[src/rtl/pulse_timer_if.sv]
// Purpose : control/status bundle between a pulse_timer and the logic that drives it.
// Latency : none; plain wires, no storage.
// Backpressure: none; trig is edge-based and every status output is a live register copy.
// Ports (master = controller side, slave = pulse_timer side):
//   trig, mode, retrig_en, load[W], stop  -> timer
//   prescale[PS_W]                        -> timer, only with PULSE_TIMER_PRESCALE_EN
//   busy, count[W], outpulse              <- timer
interface pulse_timer_if #(
    parameter int W    = 8,
    parameter int PS_W = 4
);
    logic         trig;
    logic         mode;
    logic         retrig_en;
    logic [W-1:0] load;
    logic         stop;
`ifdef PULSE_TIMER_PRESCALE_EN
    logic [PS_W-1:0] prescale;
`endif
    logic         busy;
    logic [W-1:0] count;
    logic         outpulse;

`ifdef PULSE_TIMER_PRESCALE_EN
    modport master (output trig, mode, retrig_en, load, stop, prescale,
                    input  busy, count, outpulse);
    modport slave  (input  trig, mode, retrig_en, load, stop, prescale,
                    output busy, count, outpulse);
`else
    modport master (output trig, mode, retrig_en, load, stop,
                    input  busy, count, outpulse);
    modport slave  (input  trig, mode, retrig_en, load, stop,
                    output busy, count, outpulse);
`endif
endinterface

[src/rtl/pulse_timer.sv]
// Purpose : programmable one-shot/periodic delay; a trig rising edge starts a run of
//           load clocks (or ticks), after which outpulse is high for PW clocks.
// Latency : outpulse rises the clock after the terminal edge, load clocks after the start edge.
// Backpressure: none; starts while busy are dropped unless retrig_en or one-shot terminal edge.
// Ports : clk, rst_n (synchronous, active-low), bus (pulse_timer_if.slave):
//         trig/mode/retrig_en/load/stop in, busy/count/outpulse out.
// Option: define PULSE_TIMER_PRESCALE_EN to add bus.prescale; count then advances once
//         every prescale+1 clocks and a run lasts load*(prescale+1) clocks.
module pulse_timer #(
    parameter int W    = 8,
    parameter int PW   = 1,
    parameter int PS_W = 4
) (
    input  logic         clk,
    input  logic         rst_n,
    pulse_timer_if.slave bus
);
    localparam int           PCW = (PW > 1) ? $clog2(PW) : 1;
    localparam logic [W-1:0] ONE = {{(W-1){1'b0}}, 1'b1};

    typedef enum logic {ST_IDLE = 1'b0, ST_RUN = 1'b1} state_t;

    state_t         state_q, state_d;
    logic           trig_q;
    logic           mode_q, mode_d;
    logic [W-1:0]   load_q, load_d;
    logic [W-1:0]   count_q, count_d;
    logic           out_q, out_d;
    logic [PCW-1:0] pcnt_q, pcnt_d;
`ifdef PULSE_TIMER_PRESCALE_EN
    logic [PS_W-1:0] ps_q, ps_d;
    logic [PS_W-1:0] div_q, div_d;
`endif

    logic busy, start, tick, terminal, accept;

    always_comb begin
        busy  = (state_q == ST_RUN);
        start = bus.trig & ~trig_q;
`ifdef PULSE_TIMER_PRESCALE_EN
        tick  = busy & (div_q == ps_q);
`else
        tick  = 1'b1;
`endif
        // load_q is non-zero whenever busy, so the W-bit subtraction cannot wrap here.
        terminal = busy & tick & (count_q == (load_q - ONE));
        // A one-shot's own terminal edge frees the timer, so a start there is taken.
        accept = start & (bus.load != '0) & (~busy | bus.retrig_en | (terminal & ~mode_q));

        state_d = state_q;
        mode_d  = mode_q;
        load_d  = load_q;
        count_d = count_q;
        out_d   = out_q;
        pcnt_d  = pcnt_q;
`ifdef PULSE_TIMER_PRESCALE_EN
        ps_d    = ps_q;
        div_d   = div_q;
`endif

        if (bus.stop) begin
            state_d = ST_IDLE;
            count_d = '0;
            out_d   = 1'b0;
            pcnt_d  = '0;
`ifdef PULSE_TIMER_PRESCALE_EN
            div_d   = '0;
`endif
        end else begin
            // Pulse in flight runs down independently of any restart.
            if (out_q) begin
                if (pcnt_q == '0) out_d = 1'b0;
                else              pcnt_d = pcnt_q - 1'b1;
            end
            // A completed run always issues its pulse; reloading keeps short periods continuous.
            if (terminal) begin
                out_d  = 1'b1;
                pcnt_d = PCW'(PW - 1);
            end

            if (accept) begin
                state_d = ST_RUN;
                mode_d  = bus.mode;
                load_d  = bus.load;
                count_d = '0;
`ifdef PULSE_TIMER_PRESCALE_EN
                ps_d    = bus.prescale;
`endif
            end else if (terminal) begin
                count_d = '0;
                state_d = mode_q ? ST_RUN : ST_IDLE;
            end else if (busy && tick) begin
                count_d = count_q + ONE;
            end

`ifdef PULSE_TIMER_PRESCALE_EN
            if (accept)    div_d = '0;
            else if (busy) div_d = tick ? '0 : div_q + 1'b1;
`endif
        end
    end

    always_ff @(posedge clk) begin
        if (!rst_n) begin
            state_q <= ST_IDLE;
            trig_q  <= 1'b0;
            mode_q  <= 1'b0;
            load_q  <= '0;
            count_q <= '0;
            out_q   <= 1'b0;
            pcnt_q  <= '0;
`ifdef PULSE_TIMER_PRESCALE_EN
            ps_q    <= '0;
            div_q   <= '0;
`endif
        end else begin
            state_q <= state_d;
            trig_q  <= bus.trig;
            mode_q  <= mode_d;
            load_q  <= load_d;
            count_q <= count_d;
            out_q   <= out_d;
            pcnt_q  <= pcnt_d;
`ifdef PULSE_TIMER_PRESCALE_EN
            ps_q    <= ps_d;
            div_q   <= div_d;
`endif
        end
    end

    assign bus.busy     = busy;
    assign bus.count    = count_q;
    assign bus.outpulse = out_q;

endmodule

[src/flat_wrapper.sv]
// flat-port wrapper written by rule: the top's interface ports become plain ports
module pulse_timer_flat 
#(
    parameter int W    = 8,
    parameter int PW   = 1,
    parameter int PS_W = 4
)
  (clk, rst_n, bus_trig, bus_mode, bus_retrig_en, bus_load, bus_stop, bus_busy, bus_count, bus_outpulse);
  pulse_timer_if #(.W(W), .PS_W(PS_W)) bus_i ();
  input  logic clk;
  input  logic rst_n;
  input wire logic [$bits(bus_i.trig)-1:0] bus_trig;
  input wire logic [$bits(bus_i.mode)-1:0] bus_mode;
  input wire logic [$bits(bus_i.retrig_en)-1:0] bus_retrig_en;
  input wire logic [$bits(bus_i.load)-1:0] bus_load;
  input wire logic [$bits(bus_i.stop)-1:0] bus_stop;
  output wire logic [$bits(bus_i.busy)-1:0] bus_busy;
  output wire logic [$bits(bus_i.count)-1:0] bus_count;
  output wire logic [$bits(bus_i.outpulse)-1:0] bus_outpulse;
  assign bus_i.trig = bus_trig;
  assign bus_i.mode = bus_mode;
  assign bus_i.retrig_en = bus_retrig_en;
  assign bus_i.load = bus_load;
  assign bus_i.stop = bus_stop;
  assign bus_busy = bus_i.busy;
  assign bus_count = bus_i.count;
  assign bus_outpulse = bus_i.outpulse;
  pulse_timer #(.W(W), .PW(PW), .PS_W(PS_W)) u_core (.clk(clk), .rst_n(rst_n), .bus(bus_i));
endmodule
[config.mk]
export PLATFORM = sky130hd
export DESIGN_NAME = pulse_timer_flat
export DESIGN_NICKNAME = d
export VERILOG_FILES = /design/src/rtl/pulse_timer_if.sv /design/src/rtl/pulse_timer.sv /design/src/flat_wrapper.sv
export SDC_FILE = /design/constraint.sdc
export NUM_CORES = 1
export LEC_CHECK = 0
export BUFFER_PORTS_ARGS = -buffer_cell sky130_fd_sc_hd__buf_2
export CAP_MARGIN = 20
export CORE_ASPECT_RATIO = 0.7
export CORE_MARGIN = 4
export CORE_UTILIZATION = 40
export CTS_BUF_LIST = sky130_fd_sc_hd__clkbuf_4
export CTS_CLUSTER_SIZE = 40
export DETAILED_ROUTE_END_ITERATION = 10
export MAX_ROUTING_LAYER = met4
export PLACE_DENSITY = 0.66
export SLEW_MARGIN = 5
export SYNTH_ARGS = -nofsm -noshare
export SYNTH_HDL_FRONTEND = slang
export SYNTH_SLANG_ARGS = --single-unit
[constraint.sdc]
create_clock -name clk -period 2.7 [get_ports clk]
set_input_delay 0.675 -clock clk [delete_from_list [all_inputs] [get_ports clk]]
set_output_delay 0.675 -clock clk [all_outputs]
set_load 0.005 [all_outputs]
# Word level (Yosys, flattened, before mapping)
# Index checks and enable logic that the tools add are counted.
[classes] n_addsub=3 n_eq_ne=1 reduce_logical=6 bitwise=12 muxes=7
[ops] cell="$add 8x1->8 const B" n=1
[ops] cell="$eq 8x8->1" n=1
[ops] cell="$reduce_bool 8->1" n=1
[ops] cell="$sub 8x1->8 const B" n=1
[ops] cell="$mux 1" n=7
[ops] cell="$and 1x1->1" n=5
[ops] cell="$not 1->1" n=5
[ops] cell="$reduce_or 4->1" n=1
[ops] cell="$reduce_or 3->1" n=1
[ops] cell="$or 1x1->1" n=2
[ops] cell="$reduce_and 2->1" n=1
[ops] cell="$reduce_bool 2->1" n=1
[ops] cell="$reduce_or 2->1" n=1
[ops] cell="$sub 1x1->1 const B" n=1
[totals] word_cells=36 output_inout_bits=10 regBits=21

# Logic depth before layout (Yosys ltp)
# Gate-level depths: netlist (run 1).
[depth] word_depth=7 mapped_depth=10 ltp_nobuf=8

# Worst setup path after synthesis (run 1)
# Ideal clock, no wire load.
[synth_path] path_kind="register to register" from="register u_core.load_q[0]" to="register u_core.load_q[0]" slack_ps=700 synth_period_minus_slack_ps=2000 path_stages_with_launch=9 n_path_buf=2 t_required_ps=2581 t_arrival_ps=1881 cell_sequence="dfxtp_1 buf_6 or4_1 a31oi_1 o31ai_1 a211o_1 o21ba_1 buf_6 mux2i_1"
[synth_via] elab_chain_cells=7
[synth_lines] element="start, declared" line_no="pulse_timer.sv:26" text="logic [W-1:0] load_q, load_d;"
[synth_lines] element="start signal, assigned" line_no="pulse_timer.sv:120" text="load_q <= load_d;"
[synth_lines] element="$sub 8x1->8" line_no="pulse_timer.sv:46" text="terminal = busy & tick & (count_q == (load_q - ONE));"
[synth_lines] element="$eq 8x8->1" line_no="pulse_timer.sv:46"
[synth_lines] element="$and 1x1->1" line_no="pulse_timer.sv:46"
[synth_lines] element="$and 1x1->1" line_no="pulse_timer.sv:48" text="accept = start & (bus.load != '0) & (~busy | bus.retrig_en | (terminal & ~mode_q));"
[synth_lines] element="$or 1x1->1" line_no="pulse_timer.sv:48"
[synth_lines] element="$and 1x1->1" line_no="pulse_timer.sv:48"
[synth_lines] element="$reduce_and 2->1 (no source line)"
# Every way passes these cells.
# A chain may end at the register's enable or synchronous reset.

# Worst setup path in the final report (run 1)
# Same ends and word-level chain as after synthesis.

==> results_dict.tcl, run 1 <==
set metrics [dict create \
    status "completed" \
    gr-usage-all-layers 0.150 \
    ios 24 \
    p_per_area_nw_per_um2 420 \
    gp_congestion 0.777 \
    required_ns 2.93 \
    hold_viol 0 \
    worstSetupStartpointType "flop" \
    period_share 0.824 \
    hold_ws_ns 0.479 \
    yosys_register_bits 20 \
    rr_worst_depth 9 \
    cts_root_buffer "clkbuf_4" \
    path_class "reg -> reg" \
    arrival_ns 2.46 \
    rsz0062_at_grt "no" \
    hold_path_depth 2 \
    wl_mm 2.56 \
    cts_made_buffers 3 \
    place_hpwl_mm 1.98 \
    syn_area_per_cell_um2 8.32 \
    async_reset_ff_frac 0 \
    portBuffers 23 \
    final_cell_mix "buf_2, nand2_1, dfxtp_1, nor2_1" \
    start_util 0.440 \
    final_cells 193 \
    overflow 0 \
    worstMarginPinSlew_ns 0.418 \
    fillers 248 \
    syn_area_um2 1130 \
    cts_setup_buffers 0 \
    vias 1004 \
    grt_max_degree 22 \
    num_antenna_cells 0 \
    final_common_cell "buf_2" \
    end_kind "flop" \
    skew_ns 0.00748 \
    setup_violations 0 \
    synth-main-ff-cell "dfxtp_1" \
    seq_area_frac_synth 0.354 \
    ant_nets 0 \
    nNetsFinal 177 \
    areaGrowthSynthToFinish_pct 14.3 \
    path_max_fanout 9 \
    finalPower_mw 0.543 \
    drv_cap 0 \
    synth_edf_count 0 \
    routedWlPerCell_um 13.3 \
    cts_resized 0 \
    synth_top_area_share 0.354 \
    htreeDepth 1 \
    grt_pass1_wl_mm 4.26 \
    via_per_inst 5.20 \
    syn_nets 152 \
    min_path_type "reg -> reg" \
    cts_tree "yes" \
    antenna_found_initial 0 \
    syn_inst 136 \
    drv_slew 0 \
    die_h_um 52.5 \
    synth_area_leaders "dfxtp_1, mux2i_1, xor2_1, nand2_1, nor2_1" \
    grt_pass1_vias 937 \
    dr.pass1.iters 4 \
    clock_latency_ns 0.30 \
    drive_gt1_frac 0.182 \
    clock-sinks 20 \
    core_um2 2570 \
    min_period_ns 2.22 \
    ys_warn_count 0 \
    cts_buffer_depth 2 \
    synth_top_area_cell "dfxtp_1" \
    clk_pin_slew_ns 0.10 \
    die_w_um 71.6 \
    relSlewSlack 0.720 \
    regToRegSetupSlack_ns 0.48 \
    detail_route.iter0.violations 43 \
    finalSetupTns_ns 0 \
    placed_cells 190 \
    num_rows 15 \
    drc 0 \
    fmax_mhz 450 \
    peakVddDrop_uv 210 \
    cts_hold_buf 0 \
    die-area_um2 3760 \
    synth_cell_types 34 \
    leakagePower_nw 0.603 \
]
## kinds of logic after synthesis
group,after synthesis,synth area share
AOI/OAI and AO/OA,19,0.128
xor gates and xnor gates,13,0.101
adders and majority gates,2,0.0221
buffers and inverters,12,0.0531
DFF,20,0.354
muxes,10,0.0885
and+or+nand+nor,60,0.253
## path summary, 6_finish.rpt
kind / startpoint / endpoint
worst min register to register: u_core.load_q[7] / u_core.load_q[7]
worst max register to register: u_core.load_q[0] / u_core.load_q[0]
worst max-delay path: u_core.load_q[0] / u_core.load_q[0]
worst min-delay path: u_core.load_q[7] / u_core.load_q[7]
## area by class of cell
class | instances | area [um^2] | share of cell area
inverter | 7 | 26.3 | 0.0203
multi-input combinational | 104 | 671 | 0.519
sequential | 20 | 400 | 0.310
timing repair buffer | 25 | 130 | 0.101
tap | 34 | 42.5 | 0.0329
clock buffer | 3 | 22.5 | 0.0174
## Yosys cell counts (all sizes together), types with 2 or more instances
cell type / n
a211o: 2
nor4: 3
ha: 2
xor2: 10
nor2: 15
nor3: 2
inv: 7
dfxtp: 20
o31ai: 3
mux2i: 10
nand2: 21
nand2b: 5
nand4: 4
a31oi: 2
buf: 2
a21oi: 2
xnor2: 3
and3: 3
o211ai: 3
clkbuf: 3
nand3: 2
## through the flow
step	worst slack, ns	instance area (um^2)	util
2_1_floorplan	0.700	1130	-
3_3_place_gp	0.435	1270	0.494
3_5_place_dp	0.415	1270	0.494
4_1_cts	0.484	1290	0.503
5_1_grt	0.279	1290	0.503
6_report	0.476	1290	0.503
## critical path: stages, from the launching register on
cell and delay, ns:
dfxtp_1 0.48, inv_1 0.08, ha_1 0.28, nand2b_1 0.20, a21o_1 0.19, a31oi_1 0.17
a211o_1 0.20, o21ba_1 0.16, buf_4 0.20, mux2i_1 0.20
## registers in the layout, summed over array words and instances (netlist names)
register	cells
u_core.bus.count	8
u_core.load_q	8
u_core.bus.busy	1
u_core.bus.outpulse	1
u_core.mode_q	1
u_core.trig_q	1
## where the power goes
part / switching (mW) / internal [mW] / total [mW]
Sequential: 0.0109 / 0.303 / 0.314
Clock: 0.0897 / 0.0520 / 0.142
Combinational: 0.0472 / 0.0398 / 0.0871
## layer usage
| layer | wire, um | track usage | vias to the layer above |
|---|---|---|---|
| met5 | 0 | - | - |
| met4 | 15 | 0.0375 | 0 |
| met3 | 122 | 0.0517 | 2 |
| met2 | 1130 | 0.229 | 15 |
| met1 | 1300 | 0.191 | 470 |
| li1 | - | - | 517 |
Power figures use the tool's default switching activity.
==> run 2, diff against run 1 <==
- PLACE_DENSITY: 0.66 -> 0.68
- clock period: 2.7 -> 1.85 ns (I/O delays scaled with it)
==> run 2 against run 1 <==
  * The run now ends with negative setup slack left
  * Via count is 18% higher
  * Critical path depth is 2 lower
  * Clock power is 51% higher
  * Flip-flop and latch count stayed put
  * Cell count is 15% higher
  * Die area stayed put
  * Wire length is 23% higher
  * Sequential power is 44% higher
  * Total power is 60% higher
  * Non-clock buffer count is 28 higher
  * Hold slack worse by 0.10 ns
  * Fmax is 10% higher
  * Critical path type unchanged
==> results_dict.tcl, run 2 (synthesis gave the netlist of run 1 again) <==
set metrics [dict create \
    cts_tree "yes" \
    combPwrFrac 0.233 \
    rsz0062_at_grt "yes" \
    die-area_um2 3760 \
    status "complete, but fails checks" \
    ios 24 \
    drv_cap 0 \
    htreeDepth 1 \
    start_util 0.440 \
    overflow 0 \
    antenna_found_initial 0 \
    areaGrowthSynthToFinish_pct 41.2 \
    ant_nets 0 \
    vias 1187 \
    routedWlPerCell_um 14.2 \
    drv_slew 0 \
    drc 0 \
    peakVddDrop_uv 267 \
    arrival_ns 2.22 \
    gp_congestion 0.845 \
    fmax_mhz 496 \
    cts_made_buffers 3 \
    cts_root_buffer "clkbuf_4" \
    switchingPower_mw 0.247 \
    period_share 1.09 \
    clock_latency_ns 0.31 \
    nNetsFinal 206 \
    p_sw_frac 0.284 \
    gr-usage-all-layers 0.180 \
    leakagePower_nw 0.771 \
    die_h_um 52.5 \
    fillers 210 \
    core_um2 2570 \
    end_kind "flop" \
    seqPwrFrac 0.521 \
    final_common_cell "buf_4" \
    cts_buffer_depth 2 \
    setup_violations 19 \
    finalPower_mw 0.869 \
    hold_ws_ns 0.377 \
    hold_viol 0 \
    path_max_fanout 8 \
    placed_area_um2 1490 \
    min_period_ns 2.02 \
    detail_route.iter0.violations 66 \
    skew_ns 0.00719 \
    grt_pass1_wl_mm 5.06 \
    place_hpwl_mm 2.43 \
    pwr-share-clk 0.246 \
    drive_gt1_frac 0.399 \
    grt_pass1_vias 1115 \
    pre_cts_ws_ns -0.228 \
    clk_pin_slew_ns 0.11 \
    clock-sinks 20 \
    num_rows 15 \
    worstSetupStartpointType "flop" \
    wl_mm 3.16 \
    p_per_area_nw_per_um2 545 \
    final_cell_mix "buf_4, buf_2, nand2_1, dfxtp_1" \
    required_ns 2.05 \
    grt_max_degree 21 \
    p_int_mw 0.622 \
    worstMarginPinSlew_ns 0.344 \
    layout_setup_ws_ns -0.168 \
    final_cell_area_um2 1600 \
    via_per_inst 5.35 \
    die_w_um 71.6 \
    relSlewSlack 0.771 \
    dr.pass1.iters 5 \
    path_class "reg -> reg" \
    min_path_type "in -> reg" \
    violations "negative setup slack" \
    num_antenna_cells 0 \
    portBuffers 23 \
]
==> run 2: cell count changes in the layout (fill, tap and decap cells not counted), sizes merged <==
cell	change
buf	+28
o21ba	+1
==> run 2: repair_timing <==
action / 4_1_cts / 5_1_grt
hold buffers: 0 / 0
cloned: 1 / 0
hold endpoints to repair: 0 / 0
endpoints found under the setup margin: 19 / 19
pin swaps: 14 / 9
setup buffers: 2 / 0
gates resized for setup: 12 / 11
==> run 2: critical path: stages, from the launching register on <==
cell	delay [ns]
dfxtp_2	0.35
or4_4	0.52
a31oi_1	0.15
o31ai_1	0.09
a211o_2	0.40
o211ai_2	0.18
buf_6	0.17
nor2_2	0.04
==> run 2: worst paths after layout <==
| check | startpoint | end | slack [ns] | depth (start not counted) |
|---|---|---|---|---|
| setup / recovery | u_core.load_q[0] | u_core.bus.count[3] | -0.17 | 7 |
| hold / removal | bus_trig | u_core.trig_q | 0.38 | 2 |
| setup reg to reg | u_core.load_q[0] | u_core.bus.count[3] | -0.17 | 7 |
| hold reg to reg | u_core.load_q[7] | u_core.load_q[7] | 0.50 | 2 |
==> run 2: final cells by class <==
| cell class | instances | area, um^2 | area share |
|---|---|---|---|
| inverters | 7 | 26.3 | 0.0165 |
| flip-flops and latches | 20 | 408 | 0.255 |
| multi-input cells | 105 | 749 | 0.469 |
| well taps | 34 | 42.5 | 0.0266 |
| clock buffers | 3 | 22.5 | 0.0141 |
| repair buffers | 53 | 348 | 0.218 |
==> run 2: power by group through the flow <==
stage | registers [mW] | logic (mW) | clock network, mW
after detailed placement | 0.461 | 0.182 | 0
final | 0.453 | 0.203 | 0.214
after global placement | 0.460 | 0.175 | 0
after global routing | 0.455 | 0.220 | 0.237
after CTS | 0.452 | 0.190 | 0.224
after floorplan | 0.461 | 0.0929 | 0
==> run 2: stage by stage <==
stage	util	std cells	TNS (ns)
floorplan	-	136	-0.842
CTS	0.604	222	-3.11
global placement	0.578	217	-2.25
detailed placement	0.578	217	-3.33
finish	0.621	222	-2.76
global route	0.621	222	-3.84
==> run 2: layer usage <==
metal	track usage	up-vias	routed length, um
li1	-	580	-
met2	0.303	27	1520
met1	0.216	575	1470
met4	0.0375	0	21
met5	-	-	0
met3	0.0536	5	149
==> run 3, diff against run 2 <==
- PLACE_DENSITY: 0.68 -> 0.66
- clock period: 1.85 -> 2.1 ns (I/O delays scaled with it)
==> run 3 against run 2 <==
  * Clock power down 9.8%
  * Register-to-register slack better by 0.24 ns
  * Global-route usage down 1.2 points
  * The flow now finishes without violations
  * Via count down 7.5%
  * Sequential power down 12%
  * First-iteration DRC count down 32%
  * Flip-flop and latch count unchanged
==> results_dict.tcl, run 3 (synthesis gave the netlist of run 1 again) <==
set metrics [dict create \
    status "completed" \
    setup_violations 0 \
    routedWlPerCell_um 14.3 \
    wl_mm 3.01 \
    vias 1098 \
    required_ns 2.30 \
    regArea_um2 408 \
    rsz0062_at_grt "yes" \
    regToRegEndpoint "u_core.bus.count[7]" \
    overflow 0 \
    dr.pass1.iters 4 \
    slowest_delay_ns 0.52 \
    grt_pass1_vias 1052 \
    final_cells 210 \
    final_common_cell "buf_2" \
    relSlewSlack 0.760 \
    antenna_found_initial 0 \
    worstMarginPinSlew_ns 0.356 \
    period_share 0.965 \
    rr_worst_depth 7 \
    die_w_um 71.6 \
    num_antenna_cells 0 \
    cts_root_buffer "clkbuf_4" \
    gr-usage-all-layers 0.169 \
    worstSetupStartpointType "flop" \
    cts_buffer_depth 2 \
    peakVddDrop_uv 360 \
    p_per_area_nw_per_um2 496 \
    fmax_mhz 494 \
    drv_slew 0 \
    hold_ws_ns 0.448 \
    areaGrowthSynthToFinish_pct 33.4 \
    start_util 0.440 \
    critPathBufInv 1 \
    via_per_inst 5.23 \
    timing.rr.start "u_core.bus.count[3]" \
    die_h_um 52.5 \
    min_period_ns 2.03 \
    multiInputGateArea_um2 739 \
    path_class "reg -> reg" \
    regToRegSetupSlack_ns 0.07 \
    place_hpwl_mm 2.17 \
    cts_tree "yes" \
    leakagePower_nw 0.711 \
    arrival_ns 2.23 \
    clk_pin_slew_ns 0.11 \
    placed_cells 201 \
    min_path_type "in -> reg" \
    min_to "u_core.mode_q" \
    num_rows 15 \
    grt_max_degree 22 \
    clock_latency_ns 0.31 \
    skew_ns 0.00300 \
    detail_route.iter0.violations 45 \
    ant_nets 0 \
    crit_slowest_cell "or4_4" \
    die-area_um2 3760 \
    cp_cell_sequence "or4_4 > a31oi_1 > o31ai_1 > a211o_1 > buf_6 > o211ai_4 > nor2_1" \
    end_kind "flop" \
    gp_congestion 0.811 \
    drive_gt1_frac 0.324 \
    clock-sinks 20 \
    cts_made_buffers 3 \
    drc 0 \
    path_max_fanout 8 \
    drv_cap 0 \
    htreeDepth 1 \
    portBuffers 23 \
    cts_hold_buf 0 \
    cpLargestDelayFamily "compound AO/OA/AOI/OAI gates" \
    core_um2 2570 \
    ios 24 \
    hold_path_depth 3 \
    hold_viol 0 \
    final_cell_mix "buf_2, nand2_1, dfxtp_1, buf_4, nor2_1" \
    fillers 227 \
    grt_pass1_wl_mm 4.79 \
    worst_hold_startpoint "bus_mode" \
    nNetsFinal 193 \
]
[run 3: changes by cell type in the layout (fill, tap and decap cells not counted), moves of 2 or more]
cell     change
nor2_1       +5
buf_4       -12
dfxtp_1      +2
dfxtp_2      -3
nor2_2       -5
[run 3: power by group]
| part | leakage [nW] | internal (mW) | switching, mW |
|---|---|---|---|
| Clock | 0.0154 | 0.0695 | 0.124 |
| Combinational | 0.532 | 0.0763 | 0.0799 |
| Sequential | 0.164 | 0.388 | 0.0110 |
| Total | 0.711 | 0.534 | 0.215 |
[run 3: worst max path at each step]
stage	from	endpoint	slack, ns	depth (start not counted)
CTS	u_core.load_q[1]	u_core.load_q[7]	0.02	9
global route	u_core.load_q[0]	u_core.load_q[7]	-0.03	9
finish	u_core.bus.count[3]	u_core.bus.count[7]	0.07	7
floorplan	u_core.load_q[0]	u_core.load_q[0]	0.10	8
global placement	u_core.load_q[1]	u_core.bus.count[7]	0.09	6
detailed placement	u_core.load_q[1]	u_core.load_q[7]	0.01	9
[run 3: tightest hold or removal path: cells and delay by family]
family / cells / cell delay (ns)
buffers and inverters: 1 / 0.09
muxes: 1 / 0.05
and+or+nand+nor: 1 / 0.05
[run 3: per-layer routing]
metal  wire (um)  track usage
met5           0            -
met4          51       0.0563
met3         121       0.0479
met2        1430        0.262
met1        1410        0.212
[run 3: layout make-up]
type                            instances  area share
Clock buffer                            3      0.0149
Inverter                                7      0.0174
Multi-Input combinational cell        104       0.490
Sequential cell                        20       0.270
Tap cell                               34      0.0282
Clock inverter                          1     0.00249
Timing Repair Buffer                   41       0.177
[run 3: per-stage QoR]
| step | TNS (ns) | area, um^2 | utilization | total power [mW] | worst slack (ns) |
|---|---|---|---|---|---|
| floorplan | 0 | 1130 | - | 0.488 | 0.100 |
| global route | -0.118 | 1510 | 0.587 | 0.794 | -0.0312 |
| finish | 0 | 1510 | 0.587 | 0.749 | 0.0743 |
| global placement | 0 | 1370 | 0.531 | 0.534 | 0.0889 |
| CTS | 0 | 1390 | 0.542 | 0.735 | 0.0235 |
| detailed placement | 0 | 1370 | 0.531 | 0.538 | 0.0139 |
[run 3: timing repair]
item / CTS / global route
endpoints found under the hold margin: 0 / 0
gates resized for setup: 2 / 16
setup endpoints to repair: 7 / 17
pin swaps: 0 / 16
setup buffers: 0 / 5
